$ cat config.mk
export PLATFORM = sky130hd
export DESIGN_NAME = bk_kbd_ctrl
export DESIGN_NICKNAME = d
export VERILOG_FILES = /design/src/rtl/bk_kbd_pkg.sv /design/src/rtl/bk_kbd_xlat.sv /design/src/rtl/bk_kbd_ctrl.sv
export SDC_FILE = /design/constraint.sdc
export NUM_CORES = 1
export LEC_CHECK = 0
export CORE_MARGIN = 3
export CORE_UTILIZATION = 63
export DETAILED_ROUTE_END_ITERATION = 10
export PLACE_DENSITY = 0.94
export SLEW_MARGIN = 20
export SYNTH_ARGS = -nofsm -noshare
export SYNTH_HDL_FRONTEND = slang
export SYNTH_SLANG_ARGS = --single-unit
export TNS_END_PERCENT = 20
$ cat constraint.sdc
create_clock -name m_clock -period 4.7 [get_ports m_clock]
set_clock_uncertainty 0.15 [all_clocks]
set_input_delay 0.94 -clock m_clock [delete_from_list [all_inputs] [get_ports m_clock]]
set_output_delay 0.94 -clock m_clock [all_outputs]
set_load 0.05 [all_outputs]
$ cat src/rtl/bk_kbd_pkg.sv
// Shared constants for the BK-0010 PS/2 keyboard front end: set-2 scancodes,
// BK (KOI-7) codes and the prefix FSM state type.
package bk_kbd_pkg;

  localparam logic [7:0] SC_E0     = 8'hE0;
  localparam logic [7:0] SC_F0     = 8'hF0;
  localparam logic [7:0] SC_E1     = 8'hE1;
  localparam logic [7:0] SC_AA     = 8'hAA;
  localparam logic [7:0] SC_FA     = 8'hFA;
  localparam logic [7:0] SC_EE     = 8'hEE;
  localparam logic [7:0] SC_FE     = 8'hFE;
  localparam logic [7:0] SC_LSHIFT = 8'h12;
  localparam logic [7:0] SC_RSHIFT = 8'h59;
  localparam logic [7:0] SC_CTRL   = 8'h14;
  localparam logic [7:0] SC_ALT    = 8'h11;
  localparam logic [7:0] SC_F12    = 8'h07;
  localparam logic [7:0] SC_CAPS   = 8'h58;
  localparam logic [7:0] SC_ENTER  = 8'h5A;
  localparam logic [7:0] SC_BKSP   = 8'h66;
  localparam logic [7:0] SC_TAB    = 8'h0D;
  localparam logic [7:0] SC_ESC    = 8'h76;
  localparam logic [7:0] SC_SPACE  = 8'h29;
  localparam logic [7:0] SC_UP     = 8'h75;
  localparam logic [7:0] SC_DOWN   = 8'h72;
  localparam logic [7:0] SC_LEFT   = 8'h6B;
  localparam logic [7:0] SC_RIGHT  = 8'h74;

  localparam logic [6:0] BK_ENTER  = 7'o012;
  localparam logic [6:0] BK_BKSP   = 7'o030;
  localparam logic [6:0] BK_TAB    = 7'o015;
  localparam logic [6:0] BK_ESC    = 7'o003;
  localparam logic [6:0] BK_SPACE  = 7'o040;
  localparam logic [6:0] BK_RUS    = 7'o016;
  localparam logic [6:0] BK_LAT    = 7'o017;
  localparam logic [6:0] BK_UP     = 7'o032;
  localparam logic [6:0] BK_DOWN   = 7'o031;
  localparam logic [6:0] BK_LEFT   = 7'o010;
  localparam logic [6:0] BK_RIGHT  = 7'o033;

  typedef enum logic [1:0] {
    ST_IDLE,
    ST_EXT,
    ST_BRK,
    ST_EXTBRK
  } prefix_state_t;

  // Keyboard self-test/ack/resend bytes and the Pause prefix carry no key info.
  function automatic logic is_ignored(input logic [7:0] b);
    return (b == SC_E1) || (b == SC_AA) || (b == SC_FA) ||
           (b == SC_EE) || (b == SC_FE);
  endfunction

endpackage

$ cat src/rtl/bk_kbd_xlat.sv
// Combinational set-2 scancode to 7-bit KOI-7 translation; returns 0 for keys
// that have no BK code. Ctrl masking is done by the caller.
module bk_kbd_xlat
  import bk_kbd_pkg::*;
(
  input  logic       ext,
  input  logic [7:0] scancode,
  input  logic       shift,
  input  logic       rus,
  output logic [6:0] code
);

  logic [4:0] letter;

  always_comb begin
    letter = 5'd0;
    case (scancode)
      8'h1C: letter = 5'd1;   8'h32: letter = 5'd2;   8'h21: letter = 5'd3;
      8'h23: letter = 5'd4;   8'h24: letter = 5'd5;   8'h2B: letter = 5'd6;
      8'h34: letter = 5'd7;   8'h33: letter = 5'd8;   8'h43: letter = 5'd9;
      8'h3B: letter = 5'd10;  8'h42: letter = 5'd11;  8'h4B: letter = 5'd12;
      8'h3A: letter = 5'd13;  8'h31: letter = 5'd14;  8'h44: letter = 5'd15;
      8'h4D: letter = 5'd16;  8'h15: letter = 5'd17;  8'h2D: letter = 5'd18;
      8'h1B: letter = 5'd19;  8'h2C: letter = 5'd20;  8'h3C: letter = 5'd21;
      8'h2A: letter = 5'd22;  8'h1D: letter = 5'd23;  8'h22: letter = 5'd24;
      8'h35: letter = 5'd25;  8'h1A: letter = 5'd26;
      default: letter = 5'd0;
    endcase
  end

  // Letters sit at 0100+n; bit 040 selects the other case/alphabet.
  always_comb begin
    code = 7'd0;
    if (ext) begin
      case (scancode)
        SC_UP:    code = BK_UP;
        SC_DOWN:  code = BK_DOWN;
        SC_LEFT:  code = BK_LEFT;
        SC_RIGHT: code = BK_RIGHT;
        default:  code = 7'd0;
      endcase
    end else if (letter != 5'd0) begin
      code = {1'b1, rus ^ shift, letter};
    end else begin
      case (scancode)
        SC_ENTER: code = BK_ENTER;
        SC_BKSP:  code = BK_BKSP;
        SC_TAB:   code = BK_TAB;
        SC_ESC:   code = BK_ESC;
        SC_SPACE: code = BK_SPACE;
        default:  code = 7'd0;
      endcase
    end
  end

endmodule

$ cat src/rtl/bk_kbd_ctrl.sv
// PS/2 keyboard front end for the BK-0010: receiver, prefix FSM, modifiers and
// code holding. Define BK_KBD_FIFO_EN to queue codes in a FIFO_DEPTH FIFO.
module bk_kbd_ctrl
  import bk_kbd_pkg::*;
#(
  parameter int TIMEOUT_W  = 14,
  parameter int FIFO_DEPTH = 4
) (
  input  logic       m_clock,
  input  logic       p_reset,
  input  logic       ce,
  input  logic       ps2_clk,
  input  logic       ps2_dat,
  input  logic       read_kbd,
  output logic [7:0] kbd_data,
  output logic       kbd_available,
  output logic       kbd_ar2,
  output logic       stopkey,
  output logic       keydown,
  output logic       frame_err
);

  if ((FIFO_DEPTH < 2) || ((FIFO_DEPTH & (FIFO_DEPTH - 1)) != 0)) begin : g_bad_depth
    $error("FIFO_DEPTH must be a power of two, at least 2");
  end

  logic [1:0]           clk_sync, dat_sync;
  logic                 clk_prev;
  logic [3:0]           bit_cnt;
  logic [7:0]           shreg, rx_byte;
  logic                 par_bit, rx_valid;
  logic [TIMEOUT_W-1:0] tcnt;
  logic                 clk_fall, clk_edge, dat_bit;

  assign clk_fall = clk_prev & ~clk_sync[1];
  assign clk_edge = clk_prev ^ clk_sync[1];
  assign dat_bit  = dat_sync[1];

  // Frame: start, 8 data LSB first, odd parity, stop; bit_cnt counts received bits.
  always_ff @(posedge m_clock or posedge p_reset) begin
    if (p_reset) begin
      clk_sync  <= 2'b11;
      dat_sync  <= 2'b11;
      clk_prev  <= 1'b1;
      bit_cnt   <= 4'd0;
      shreg     <= 8'd0;
      par_bit   <= 1'b0;
      rx_byte   <= 8'd0;
      rx_valid  <= 1'b0;
      tcnt      <= '0;
      frame_err <= 1'b0;
    end else if (ce) begin
      clk_sync  <= {clk_sync[0], ps2_clk};
      dat_sync  <= {dat_sync[0], ps2_dat};
      clk_prev  <= clk_sync[1];
      rx_valid  <= 1'b0;
      frame_err <= 1'b0;
      if (clk_edge)
        tcnt <= '0;
      else if (bit_cnt != 4'd0)
        tcnt <= tcnt + TIMEOUT_W'(1);
      if (clk_fall) begin
        if (bit_cnt == 4'd0) begin
          if (!dat_bit) bit_cnt <= 4'd1;
          else          frame_err <= 1'b1;
        end else if (bit_cnt <= 4'd8) begin
          shreg   <= {dat_bit, shreg[7:1]};
          bit_cnt <= bit_cnt + 4'd1;
        end else if (bit_cnt == 4'd9) begin
          par_bit <= dat_bit;
          bit_cnt <= 4'd10;
        end else begin
          bit_cnt <= 4'd0;
          if (dat_bit && ((^shreg) ^ par_bit)) begin
            rx_byte  <= shreg;
            rx_valid <= 1'b1;
          end else begin
            frame_err <= 1'b1;
          end
        end
      end else if ((bit_cnt != 4'd0) && (&tcnt)) begin
        bit_cnt   <= 4'd0;
        frame_err <= 1'b1;
      end
    end
  end

  prefix_state_t state, state_nxt;
  logic          is_make, is_brk, ext;
  logic          shift_f, ctrl_f, alt_f, rus;
  logic [3:0]    held_cnt;
  logic [6:0]    xlat_code, enq_code;
  logic          enq;
  logic          is_shift, is_ctrl, is_alt, is_mod, is_caps, is_f12;

  bk_kbd_xlat u_xlat (
    .ext      (ext),
    .scancode (rx_byte),
    .shift    (shift_f),
    .rus      (rus),
    .code     (xlat_code)
  );

  assign is_shift = (rx_byte == SC_LSHIFT) || (rx_byte == SC_RSHIFT);
  assign is_ctrl  = (rx_byte == SC_CTRL);
  assign is_alt   = (rx_byte == SC_ALT);
  assign is_mod   = is_shift | is_ctrl | is_alt;
  assign is_caps  = !ext && (rx_byte == SC_CAPS);
  assign is_f12   = !ext && (rx_byte == SC_F12);

  always_comb begin
    state_nxt = state;
    is_make   = 1'b0;
    is_brk    = 1'b0;
    ext       = 1'b0;
    enq       = 1'b0;
    enq_code  = 7'd0;
    if (rx_valid && !is_ignored(rx_byte)) begin
      case (state)
        ST_IDLE: begin
          if (rx_byte == SC_E0)      state_nxt = ST_EXT;
          else if (rx_byte == SC_F0) state_nxt = ST_BRK;
          else                       is_make   = 1'b1;
        end
        ST_EXT: begin
          ext = 1'b1;
          if (rx_byte == SC_F0) begin
            state_nxt = ST_EXTBRK;
          end else begin
            is_make   = 1'b1;
            state_nxt = ST_IDLE;
          end
        end
        ST_BRK: begin
          is_brk    = 1'b1;
          state_nxt = ST_IDLE;
        end
        ST_EXTBRK: begin
          is_brk    = 1'b1;
          ext       = 1'b1;
          state_nxt = ST_IDLE;
        end
        default: state_nxt = ST_IDLE;
      endcase
    end
    if (is_make) begin
      if (is_caps) begin
        enq      = 1'b1;
        enq_code = rus ? BK_LAT : BK_RUS;
      end else if (xlat_code != 7'd0) begin
        enq      = 1'b1;
        enq_code = ctrl_f ? (xlat_code & 7'o037) : xlat_code;
      end
    end
  end

  always_ff @(posedge m_clock or posedge p_reset) begin
    if (p_reset) begin
      state    <= ST_IDLE;
      shift_f  <= 1'b0;
      ctrl_f   <= 1'b0;
      alt_f    <= 1'b0;
      rus      <= 1'b0;
      held_cnt <= 4'd0;
      stopkey  <= 1'b0;
    end else if (ce) begin
      state <= state_nxt;
      if (is_make) begin
        if (is_shift) shift_f <= 1'b1;
        if (is_ctrl)  ctrl_f  <= 1'b1;
        if (is_alt)   alt_f   <= 1'b1;
        if (!is_mod && (held_cnt != 4'd15)) held_cnt <= held_cnt + 4'd1;
        if (is_caps)  rus     <= ~rus;
        if (is_f12)   stopkey <= 1'b1;
      end
      if (is_brk) begin
        if (is_shift) shift_f <= 1'b0;
        if (is_ctrl)  ctrl_f  <= 1'b0;
        if (is_alt)   alt_f   <= 1'b0;
        if (!is_mod && (held_cnt != 4'd0)) held_cnt <= held_cnt - 4'd1;
        if (is_f12)   stopkey <= 1'b0;
      end
    end
  end

  assign keydown = (held_cnt != 4'd0);

  logic read_prev, ack;
  assign ack = read_prev & ~read_kbd;

  always_ff @(posedge m_clock or posedge p_reset) begin
    if (p_reset)  read_prev <= 1'b0;
    else if (ce)  read_prev <= read_kbd;
  end

`ifdef BK_KBD_FIFO_EN
  localparam int         AW   = $clog2(FIFO_DEPTH);
  localparam logic [AW:0] FULL = (AW+1)'(FIFO_DEPTH);

  logic [7:0]    mem [FIFO_DEPTH];
  logic [AW-1:0] wr_ptr, rd_ptr;
  logic [AW:0]   count;
  logic          push, pop;

  assign pop  = ack && (count != '0);
  assign push = enq && ((count != FULL) || pop);

  // Each entry is {alt, code}; a push while full is allowed only alongside a pop.
  always_ff @(posedge m_clock or posedge p_reset) begin
    if (p_reset) begin
      for (int i = 0; i < FIFO_DEPTH; i++) mem[i] <= 8'd0;
      wr_ptr <= '0;
      rd_ptr <= '0;
      count  <= '0;
    end else if (ce) begin
      if (push) begin
        mem[wr_ptr] <= {alt_f, enq_code};
        wr_ptr      <= wr_ptr + AW'(1);
      end
      if (pop) rd_ptr <= rd_ptr + AW'(1);
      case ({push, pop})
        2'b10:   count <= count + (AW+1)'(1);
        2'b01:   count <= count - (AW+1)'(1);
        default: count <= count;
      endcase
    end
  end

  assign kbd_available = (count != '0);
  assign kbd_data      = {1'b0, mem[rd_ptr][6:0]};
  assign kbd_ar2       = kbd_available & mem[rd_ptr][7];
`else
  logic [6:0] data_q;
  logic       avail_q, ar2_q;

  // A new code beats a same-cycle acknowledge; otherwise codes arriving while full are lost.
  always_ff @(posedge m_clock or posedge p_reset) begin
    if (p_reset) begin
      data_q  <= 7'd0;
      avail_q <= 1'b0;
      ar2_q   <= 1'b0;
    end else if (ce) begin
      if (enq && (!avail_q || ack)) begin
        data_q  <= enq_code;
        ar2_q   <= alt_f;
        avail_q <= 1'b1;
      end else if (ack) begin
        avail_q <= 1'b0;
        ar2_q   <= 1'b0;
      end
    end
  end

  assign kbd_available = avail_q;
  assign kbd_data      = {1'b0, data_q};
  assign kbd_ar2       = ar2_q;
`endif

endmodule

Word level (Yosys, flattened, before mapping) --
Memories as Yosys holds them, arrays and structs flattened. Cells that the tools add are included.
Word-level totals: register bits after elaboration 63, latch bits 0, memory bits (writable) 0, ROM bits 640, input bits 6, output and inout port bits 13, memories 1
Memories:
- (name not given) | words 128, bits a word 5, read ports 1, clocked after memory_dff 0, wr ports 0, line bk_kbd_xlat.sv:17 | case (scancode)
Operators by class: add/sub/neg operators 4, multiply operators 0, divide/modulo/power cells 0, magnitude comparators 1, equal/unequal tests 29, shifts and indexed selects 0, mux-type cells 68, bitwise logic cells 13, reductions and logical operators 40
Operators with widths (number):
- 8-bit by 7-bit equality test with 1-bit output, second input constant | 9
- 8-bit equality test, second input constant | 7
- 1-bit two-way mux | 42
- 7-bit two-way mux | 6
- 4-bit two-way mux | 10
- 6-bit case mux with 5 select lines | 1
- 14-bit two-way mux | 2
- 8-bit by 5-bit equality test with 1-bit output, second input constant | 3
- 5-bit case mux with 4 select lines | 1
- 14-bit by 1-bit adder with 14-bit output, second input constant | 1
- 14-bit AND reduction | 1
- 3-bit AND reduction | 3
- 4-bit by 1-bit adder with 4-bit output, second input constant | 2
- 8-bit by 3-bit equality test with 1-bit output, second input constant | 1
- 8-bit by 4-bit equality test with 1-bit output, second input constant | 1
- 8-bit by 6-bit equality test with 1-bit output, second input constant | 1
- 1-bit logical AND | 8
- 4-bit nonzero test | 2
- 8-bit parity | 1
- 7-bit nonzero test | 1
- 1-bit logical OR | 6
- 2-bit two-way mux | 3
- 3-bit inequality test, second input constant | 2
- 1-bit inverter | 6
- other kinds (22) | 35

Depth between registers and ports, before layout --
depth after elaboration 16, depth in mapped cells 11

By module --
A second synthesis with hierarchy kept.
Unflattened totals: cell total of the unflattened synthesis 465, area, all modules 4307.9 sq um
By module, submodules not included:
- bk_kbd_ctrl | times used 1, cells each 345, area each 3503.4 sq um, seq. area each 1582.8 sq um
- bk_kbd_xlat | times used 1, cells each 120, area each 804.5 sq um, seq. area each 0.0 sq um

Worst setup path after synthesis --
No wires, ideal clock.
kind reg-to-reg, from reg rx_byte[0], to reg data_q[0], library setup time 0.125 ns, arrival time 2.701 ns, slack 1.724 ns, stages on the path, launching flop included 11, buffers on the path 1, period minus slack after synthesis 2.976 ns, path through dfrtp_1 -> inv_1 -> ha_1 -> buf_6 -> mux2_2 -> a221o_1 -> o211a_2 -> nor4b_4 -> a21oi_1 -> o31ai_4 -> mux2_4
On the way: longest elaborated chain between the ends 15, elaborated cells on any way between the ends 47, classes of those cells eq/ne (17); mux (17); reduce/logical (12); memory (1)
RTL lines:
- start, declared | line bk_kbd_ctrl.sv:30 | logic [7:0] shreg, rx_byte;
- start signal, assigned | line bk_kbd_ctrl.sv:75 | rx_byte <= shreg;
- branches (longest 15 deep; another with memory 128 x 5 bit)
- end signal, assigned | line bk_kbd_ctrl.sv:244 | data_q <= enq_code;
- end, declared | line bk_kbd_ctrl.sv:233 | logic [6:0] data_q;
Parallel ways; which one is timed is not known. A chain may end at the register's enable or synchronous reset.

Worst setup path after layout --
from reg rx_byte[1], to reg data_q[0]
Same word-level chain as after synthesis.

==> results.yml <==
outcome:
  outcome: "completed"
timing:
  setup-tns-final_ps: 0
  tightest_slew_ps: 924.3
  finalMaxSlewViolations: 0
  whs_ps: 353.7
  rsz0062_at_grt: "false"
  finalCritPeriodShare_pct: 78.83
  hold_viol_final: 0
  setup_viol: 0
  slew_headroom_pct: 38.29
  fmaxAchievable_mhz: 269.9
  period_needed_ps: 3705
detailed_routing:
  dr.first_iter.drc_count: 372
  wl_per_cell_um: 18.56
  firstDrtPassIters: 9
  num_vias: 3629
  ant_nets: 0
  vias_per_cell: 6.720
  routed_wl_um: 10020
  drc: 0
die:
  fp.dieW_um: 87.30
  ios: 19
  die_h_um: 87.30
  core_area_sq_um: 6166
  die_area_sq_um: 7621
  row_count: 28
  start_util_pct: 67.53
global_routing:
  grt_pass1_vias: 3531
  grt_overflow: 0
  track_usage_pct: 28.49
  grt_max_degree: 45
  grt_pass1_wl_um: 17130
  antenna_found_initial: 0
layout:
  num-fill-cells: 427
  nNetsFinal: 477
  drive_above_1_share_pct: 13.33
  num_antenna_cells: 0
  synthToLayoutAreaGrowth_pct: 9.285
synth:
  synth_xor_area_share_pct: 4.327
  synthSimpleGateAreaFrac_pct: 23.68
  synth_compound_area_share_pct: 17.04
  synth_fa_ha_area_share_pct: 3.305
  synth_seq_cells: 63
  syn_inst: 453
  ys_seq_area_share_pct: 38.01
  synth_commonest_cells: "59 x nand2_1, 58 x dfrtp_1, 28 x nor2_1"
  async_flop_share_pct: 100.0
  syn_nets: 470
  synth-main-ff-cell: "dfrtp_1"
  synth.avg_cell_area_sq_um: 9.192
  synth_top_family_by_area: "simple AND/OR/NAND/NOR gates"
  yosysWarnings: 0
  synth.most_common_cell: "nand2_1"
  synth_edf_count: 0
  synth.top_cell.area_share_pct: 34.86
  synth.area.top_cells: "dfrtp_1 35%, mux2_2 5.9%, nand2_1 5.3%"
  synth_area_leader_cell: "dfrtp_1"
  yosysUniqueCellTypes: 78
  muxShareOfSynthArea_pct: 8.984
  syn-cell-area_sq_um: 4164
placed_design:
  routabilityCongestion: 0.9421
  portBuffers: 17
  dp_hpwl_um: 7031
min_path:
  min_path_type: "reg2reg"
  min_path_cells: 2
  whs_endpoint: "clk_sync[1]$_DFFE_PP1P_"
  worstHoldStart: "clk_sync[0]$_DFFE_PP1P_"
cts:
  htree_levels: 3
  numCtsBuffers: 9
  cts_root_buffer: "clkbuf_8"
  cts_resized: 0
  tritoncts: "built"
  postCtsSetupRepairBufs: 0
  cts.sinks: 63
  cts.hold.buffers_added: 0
  insertion_delay_ps: 350
  clock_path_buffers: 2
  clkTransAtPathRegs_ps: 90
critical_path:
  cp-end-kind: "flop"
  r2r-start: "rx_byte[1]$_DFFE_PP0P_"
  start_kind: "flop"
  worstSetupPathType: "reg2reg"
  r2r_slack_ps: 1000
  cp.arrival_ps: 3790
  critPathRequiredTime_ps: 4780
  r2r-end: "data_q[0]$_DFFE_PP0P_"
  rr_worst_depth: 9
  critPathMaxFanout: 12
pwr:
  power.static_leakage_nw: 1.992
  peakVddDrop_uv: 339.4
  p_per_area_nw_per_um2: 347.7
job:
  max_cap_viol_count: 0
[cell type report]
type / instances / area, sq um / share of cell area (%)
clock buffer: 9 / 123.9 / 2.722
clock inverter: 7 / 102.6 / 2.255
inverter: 17 / 63.81 / 1.402
multi-input combinational: 349 / 2391 / 52.54
sequential: 63 / 1583 / 34.78
tap: 75 / 93.84 / 2.062
timing repair buffer: 20 / 192.7 / 4.234
[state kept, by name, summed over array words and instances, names as in the netlist, 2 cells and up]
name / flops
tcnt: 14
rx_byte: 8
shreg: 8
data_q: 7
bit_cnt: 4
held_cnt: 4
clk_sync: 2
dat_sync: 2
state: 2
[cell usage in the layout, fill, tap and decap left out, types with 5 or more instances in the layout]
master            n
mux2i_1           7
nand3_1          20
dfstp_2           5
dfrtp_1          58
ha_1             11
and2_1            5
nor3b_1           5
nor3_1            7
and3_1           13
nand4_1          10
nor2_1           28
a211oi_1          5
xor2_1            9
inv_1            14
nor2b_1           6
a31oi_1           7
clkdlybuf4s50_1  17
clkbuf_8          9
nand2_1          59
nand2b_1          9
mux2_2           22
o21ai_0          17
xnor2_1           9
a21oi_1          18
[cell families (layout without fill, tap and decap cells)]
kind of cell | after synthesis | in the layout
AOI/OAI and AO/OA | 97 | 97
xor gates and xnor gates | 19 | 19
adders and majority gates | 11 | 11
buffers and inverters | 41 | 53
DFF | 63 | 63
muxes | 33 | 33
other | 1 | 1
and+or+nand+nor | 188 | 188
[worst max path at each step]
stage | startpoint | to | slack (ps) | depth (start not counted)
after floorplan | rx_byte[0]$_DFFE_PP0P_ | data_q[0]$_DFFE_PP0P_ | 1720 | 10
after global placement | rx_byte[1]$_DFFE_PP0P_ | data_q[0]$_DFFE_PP0P_ | 1260 | 9
after detailed placement | rx_byte[1]$_DFFE_PP0P_ | data_q[0]$_DFFE_PP0P_ | 1060 | 9
after CTS | rx_byte[1]$_DFFE_PP0P_ | data_q[0]$_DFFE_PP0P_ | 1020 | 9
after global routing | rx_byte[1]$_DFFE_PP0P_ | data_q[0]$_DFFE_PP0P_ | 690 | 9
final | rx_byte[1]$_DFFE_PP0P_ | data_q[0]$_DFFE_PP0P_ | 1000 | 9
[per-stage QoR]
| stage | utilization [%] | instances | instance area, sq um | worst slack, ps | power, mW |
|---|---|---|---|---|---|
| after floorplan | - | 453 | 4164 | 1724 | 0.9450 |
| after global placement | 70.13 | 524 | 4324 | 1262 | 0.9989 |
| after detailed placement | 70.13 | 524 | 4324 | 1064 | 1.026 |
| after CTS | 73.80 | 540 | 4551 | 1024 | 1.581 |
| after global routing | 73.80 | 540 | 4551 | 691.8 | 1.656 |
| final | 73.80 | 540 | 4551 | 995.2 | 1.582 |
[power by group]
| part | switching (mW) | total, mW | internal, mW |
|---|---|---|---|
| registers | 0.0641 | 0.661 | 0.597 |
| logic | 0.202 | 0.374 | 0.172 |
| clock network | 0.242 | 0.547 | 0.305 |
| total | 0.508 | 1.58 | 1.07 |
[critical path: stages (launching register included)]
cell and delay (ps):
dfrtp_1 460, inv_1 160, ha_1 410, nor3b_1 540, nand3_1 280, a31o_1 250
o32ai_1 370, nand2_1 180, o31ai_4 470, mux2_4 340
[per-layer routing]
metal	GRT usage [%]	wire, um	up-vias	share of wire, %
met3	5.393	778	55	7.8
met4	14.37	463	0	4.6
li1	-	-	1658	-
met5	0	0	-	0
met2	46.23	4771	222	48
met1	36.20	4011	1694	40
(Power assumes the default switching activity.)
